$ cat config.mk
export PLATFORM = sky130hd
export DESIGN_NAME = line_buffer_ctrl
export DESIGN_NICKNAME = d
export VERILOG_FILES = /design/src/rtl/line_buffer_ctrl.sv
export SDC_FILE = /design/constraint.sdc
export NUM_CORES = 1
export LEC_CHECK = 0
export BUFFER_PORTS_ARGS = -buffer_cell sky130_fd_sc_hd__buf_2
export CORE_ASPECT_RATIO = 0.6
export CORE_MARGIN = 8
export CORE_UTILIZATION = 49
export CTS_CLUSTER_SIZE = 24
export DETAILED_ROUTE_END_ITERATION = 12
export HOLD_SLACK_MARGIN = 0.08
export PLACE_DENSITY = 0.85
export SYNTH_ARGS = -nofsm -noshare
export SYNTH_HDL_FRONTEND = slang
export SYNTH_SLANG_ARGS = --single-unit
$ cat constraint.sdc
create_clock -name clk -period 5.2 [get_ports clk]
set_input_delay 0.78 -clock clk [delete_from_list [all_inputs] [get_ports clk]]
set_output_delay 0.78 -clock clk [all_outputs]
set_load 0.01 [all_outputs]
$ cat src/rtl/line_buffer_ctrl.sv
// Frame sequencer for the convolution line buffer: accepts a raster pixel stream,
// drives the line buffer shift enable/data, and flags complete KxK windows.
// Optional stall counter output is enabled by defining LB_CTRL_STALL_CNT_EN.
module line_buffer_ctrl #(
  parameter int unsigned DATA_WIDTH  = 32,
  parameter int unsigned KERNEL_SIZE = 5,
  parameter int unsigned IMG_WIDTH   = 28,
  parameter int unsigned IMG_HEIGHT  = 28,
  parameter int unsigned CW          = $clog2(IMG_WIDTH),
  parameter int unsigned RW          = $clog2(IMG_HEIGHT)
) (
  input  logic                  clk,
  input  logic                  rst,
  input  logic                  start,
  input  logic                  hold,
  input  logic                  in_valid,
  output logic                  in_ready,
  input  logic [DATA_WIDTH-1:0] in_data,
  output logic                  lb_enable,
  output logic [DATA_WIDTH-1:0] lb_data,
  output logic                  win_valid,
  output logic [RW-1:0]         win_row,
  output logic [CW-1:0]         win_col,
  output logic                  busy,
`ifdef LB_CTRL_STALL_CNT_EN
  output logic [31:0]           stall_cnt,
`endif
  output logic                  done
);

  localparam logic [CW-1:0] LAST_COL = CW'(IMG_WIDTH - 1);
  localparam logic [RW-1:0] LAST_ROW = RW'(IMG_HEIGHT - 1);
  localparam logic [RW-1:0] FILL_ROW = RW'(KERNEL_SIZE - 2);
  localparam logic [CW-1:0] K1_COL   = CW'(KERNEL_SIZE - 1);
  localparam logic [RW-1:0] K1_ROW   = RW'(KERNEL_SIZE - 1);

  typedef enum logic [1:0] {S_IDLE, S_FILL, S_RUN, S_DONE} state_t;

  state_t          r_state;
  logic [RW-1:0]   r_row;
  logic [CW-1:0]   r_col;
  logic            r_win_valid;
  logic [RW-1:0]   r_win_row;
  logic [CW-1:0]   r_win_col;
  logic            r_busy;
  logic            r_done;
`ifdef LB_CTRL_STALL_CNT_EN
  logic [31:0]     r_stall_cnt;
`endif

  logic w_in_ready;
  logic w_accept;
  logic w_last_col;

  assign w_in_ready = ((r_state == S_FILL) || (r_state == S_RUN)) && !hold;
  assign w_accept   = in_valid && w_in_ready;
  assign w_last_col = (r_col == LAST_COL);

  assign in_ready  = w_in_ready;
  assign lb_enable = w_accept;
  assign lb_data   = in_data;
  assign win_valid = r_win_valid;
  assign win_row   = r_win_row;
  assign win_col   = r_win_col;
  assign busy      = r_busy;
  assign done      = r_done;
`ifdef LB_CTRL_STALL_CNT_EN
  assign stall_cnt = r_stall_cnt;
`endif

  // Sequencer, raster counters and the one-cycle-late window flag.
  always_ff @(posedge clk) begin
    if (rst) begin
      r_state     <= S_IDLE;
      r_row       <= '0;
      r_col       <= '0;
      r_win_valid <= 1'b0;
      r_win_row   <= '0;
      r_win_col   <= '0;
      r_busy      <= 1'b0;
      r_done      <= 1'b0;
`ifdef LB_CTRL_STALL_CNT_EN
      r_stall_cnt <= '0;
`endif
    end else begin
      r_win_valid <= 1'b0;
      r_done      <= 1'b0;
      case (r_state)
        S_IDLE: begin
          if (start) begin
            r_state <= S_FILL;
            r_row   <= '0;
            r_col   <= '0;
            r_busy  <= 1'b1;
`ifdef LB_CTRL_STALL_CNT_EN
            r_stall_cnt <= '0;
`endif
          end
        end
        S_FILL, S_RUN: begin
`ifdef LB_CTRL_STALL_CNT_EN
          if (in_valid && hold && (r_stall_cnt != 32'hFFFF_FFFF))
            r_stall_cnt <= r_stall_cnt + 32'd1;
`endif
          if (w_accept) begin
            if ((r_row >= K1_ROW) && (r_col >= K1_COL)) begin
              r_win_valid <= 1'b1;
              r_win_row   <= r_row - K1_ROW;
              r_win_col   <= r_col - K1_COL;
            end
            if (w_last_col) begin
              r_col <= '0;
              r_row <= (r_row == LAST_ROW) ? '0 : r_row + RW'(1);
            end else begin
              r_col <= r_col + CW'(1);
            end
            if ((r_state == S_FILL) && w_last_col && (r_row == FILL_ROW))
              r_state <= S_RUN;
            if ((r_state == S_RUN) && w_last_col && (r_row == LAST_ROW)) begin
              r_state <= S_DONE;
              r_busy  <= 1'b0;
              r_done  <= 1'b1;
            end
          end
        end
        S_DONE:  r_state <= S_IDLE;
        default: r_state <= S_IDLE;
      endcase
    end
  end

endmodule

==> impl_results.md <==
* WL final at ~3.3 mm
* Pleak at roughly 0.66 nW
* Crit start category: flop
* Final Critical Period at ~2500 ps
* Max Root-Sink Buffers at 2
* Chip Width at 91.5 microns
* Flip-flop and latch area at roughly 500 sq um
* Vias in the first global route at between 1,000 and 1,500
* Most common cell after layout, fill and taps aside: dfxtp_1
* Fin area at 1600 sq um
* Sw power at between 100 and 150 uW
* Worst hold path type: reg2reg
* Via density at approximately 5.3
* Ys Warns at 0
* Pint at approximately 270 uW
* Ys async rst share at 0%
* Initial core utilization at slightly above 50%
* CTS tree: done
* N_diodes at 0
* Post-route setup TNS at 0 ps
* Worst skew pair latency at about 270 ps
* Slew Limit Headroom at approximately 48%
* Sequential area share after synthesis at approximately 30%
* Peak VDD IR at 0.000120 V
* Sw Ratio at approximately 27%
* Post-CTS setup buffers at 0
* Wl on met1 at 1.81 mm
* Arrival @ worst endpoint at around 1800 ps
* Most frequent cells in the layout: dfxtp_1 (25), buf_2 (19), nor2_1 (17), ha_1 (17), inv_1 (12)
* Grt total ovfl at 0
* Status: finished, final reports clean
* Initial DRC count at 48
* H-tree Lvls at 1
* Share of cells above drive strength 1 at 20.6%
* Placer's final routability congestion estimate at ~0.87
* Area Growth Syn to Fin at -4.19%
* Final setup violation count at 0
* Metal2 WL at about 1.2 mm
* Die area at 5600 sq um
* DP Area at about 1600 sq um
* P per Cell Area at about 230 nW/um^2
* Ys flop type: dfxtp_1
* Fin Clk Skew at 3.77 ps
* HPWL after DPL at ~2.6 mm
* Largest net degree at the start of global routing at 20
* CTS resizes at 0
* Syn Area/Cell at approximately 9 sq um
* CP Data Required Time at about 4400 ps
* Hold Buf Count CTS at 0
* Crit Path Max Fanout at 13
* I/O pin count at 84
* GRT Resource Usage Total at around 12%
* Total CTS buffers at 3
* First-pass GRT wire length at ~5.5 mm
* Die extent in y at slightly above 60 microns
* Synthesized flop and latch total at 25
* Clk sinks at 25
* Fillers at between 300 and 400
* Comb power frac at 14.3%
* Drt pass-1 iters at 4
* Antenna violations before repair at 0
* MaxCap Viol Count at 0
* Synthesized cell area at between 1500 and 2000 sq um
* Reg power frac at between 50% and 60%
* Post-route clock period utilization at approximately 49%
* Routed wire per std cell at between 15 and 20 microns
* Gate Count Post-Synth at approximately 180
* Max Fclk at approximately 390 MHz
* Row count at 16
* Via count at 1,147
* Post-route ant nets at 0
* Core area at roughly 3300 sq um
* Category of the most critical setup path: reg2out
* EDFF count, synth at 0
* Clk network pwr share at 31.5%
* Fin nets at roughly 230
* Port Buf Inserts at 19
* Uppermost routed layer: met4
* Endpoints failing hold at 0
* Critical Path End Type: output port
* CTS clk-pin slew, worst paths at roughly 90 ps
* WL met3 at around 250 microns
* Clock root buffer: clkbuf_8
* Slew Limit Fails at 0
* Synth cell types at 39
* Net count of the mapped netlist at about 240
* DRC Markers at 0
* RSZ-0062 raised after global routing: false
* Slew @ Worst Pin at roughly 770 ps
* Area of the multi-input gates at around 860 sq um
## flip-flops by register name, summed over array words and instances (netlist names)
name,cells
r_row,5
win_valid,1
r_state,2
done,1
busy,1
win_row,5
win_col,5
r_col,5
## routing by layer
layer	vias up	global-route usage, %
met5	-	0
met4	0	3.46
met3	4	5.23
met2	39	16.1
met1	529	17.1
li1	575	-
## Yosys cell counts (2+ instances only)
cell type	n	area, sq um
buf_4	33	248
dfxtp_1	25	500
ha_1	17	213
nor2_1	17	63.8
inv_1	12	45.0
a21oi_1	9	45.0
mux2i_1	6	60.1
xnor2_1	6	52.6
a211oi_2	5	62.6
nand2_1	5	18.8
nand3_1	5	25.0
o21ai_0	4	20.0
a211oi_1	3	22.5
nand2b_1	3	18.8
a2111oi_2	2	30.0
a21o_1	2	15.0
clkbuf_1	2	7.51
nand4_1	2	12.5
nor2b_1	2	12.5
nor3_1	2	10.0
nor4_1	2	12.5
or3_1	2	12.5
## through the flow
step / hold WS [ps] / total power [mW] / instances / util [%] / setup WS [ps]
finish: 496 / 0.370 / 215 / 49.2 / 2660
global route: 542 / 0.387 / 215 / 49.2 / 2520
CTS: 497 / 0.375 / 215 / 49.2 / 2670
detailed placement: 463 / 0.257 / 211 / 47.8 / 2850
global placement: 468 / 0.256 / 211 / 47.8 / 2970
floorplan: 474 / 0.268 / 183 / - / 3230
## worst max-delay path, stage by stage (launching register included)
cell     delay [ps]
dfxtp_1         410
inv_1            90
ha_1            570
inv_2           170
nor2_1          120
buf_2           130
## final cells by class
type	count	area share, %
clock buffer	4	2.81
inverter	13	3.04
multi-input combinational	109	53.5
sequential	25	31.2
tap	45	3.51
timing repair buffer	19	5.93
## power groups by stage
stage / combinational (mW) / clock (mW) / sequential [mW]
global route: 0.0585 / 0.127 / 0.202
detailed placement: 0.0521 / 0 / 0.205
finish: 0.0529 / 0.117 / 0.201
global placement: 0.0507 / 0 / 0.205
floorplan: 0.0640 / 0 / 0.204
CTS: 0.0528 / 0.121 / 0.201
## logic make-up after synthesis
family,count (synthesis),share of synthesized area [%]
buf+inv,49,18.8
simple gates,47,15.8
compound gates,33,16.1
flops,25,29.9
fa+ha+maj,17,12.7
xor+xnor,6,3.14
mux,6,3.59
## final timing paths
path | start | depth (start not counted) | slack, ps | end
min reg2reg | win_row[0]$_SDFFE_PP0P_ | 2 | 500 | win_row[0]$_SDFFE_PP0P_
min | win_row[0]$_SDFFE_PP0P_ | 2 | 500 | win_row[0]$_SDFFE_PP0P_
max | r_state[1]$_SDFFE_PP0P_ | 5 | 2660 | in_ready
max reg2reg | r_state[1]$_SDFFE_PP0P_ | 6 | 2850 | win_col[0]$_SDFFE_PP0P_
Note: power is estimated with default switching activity, not from simulation.
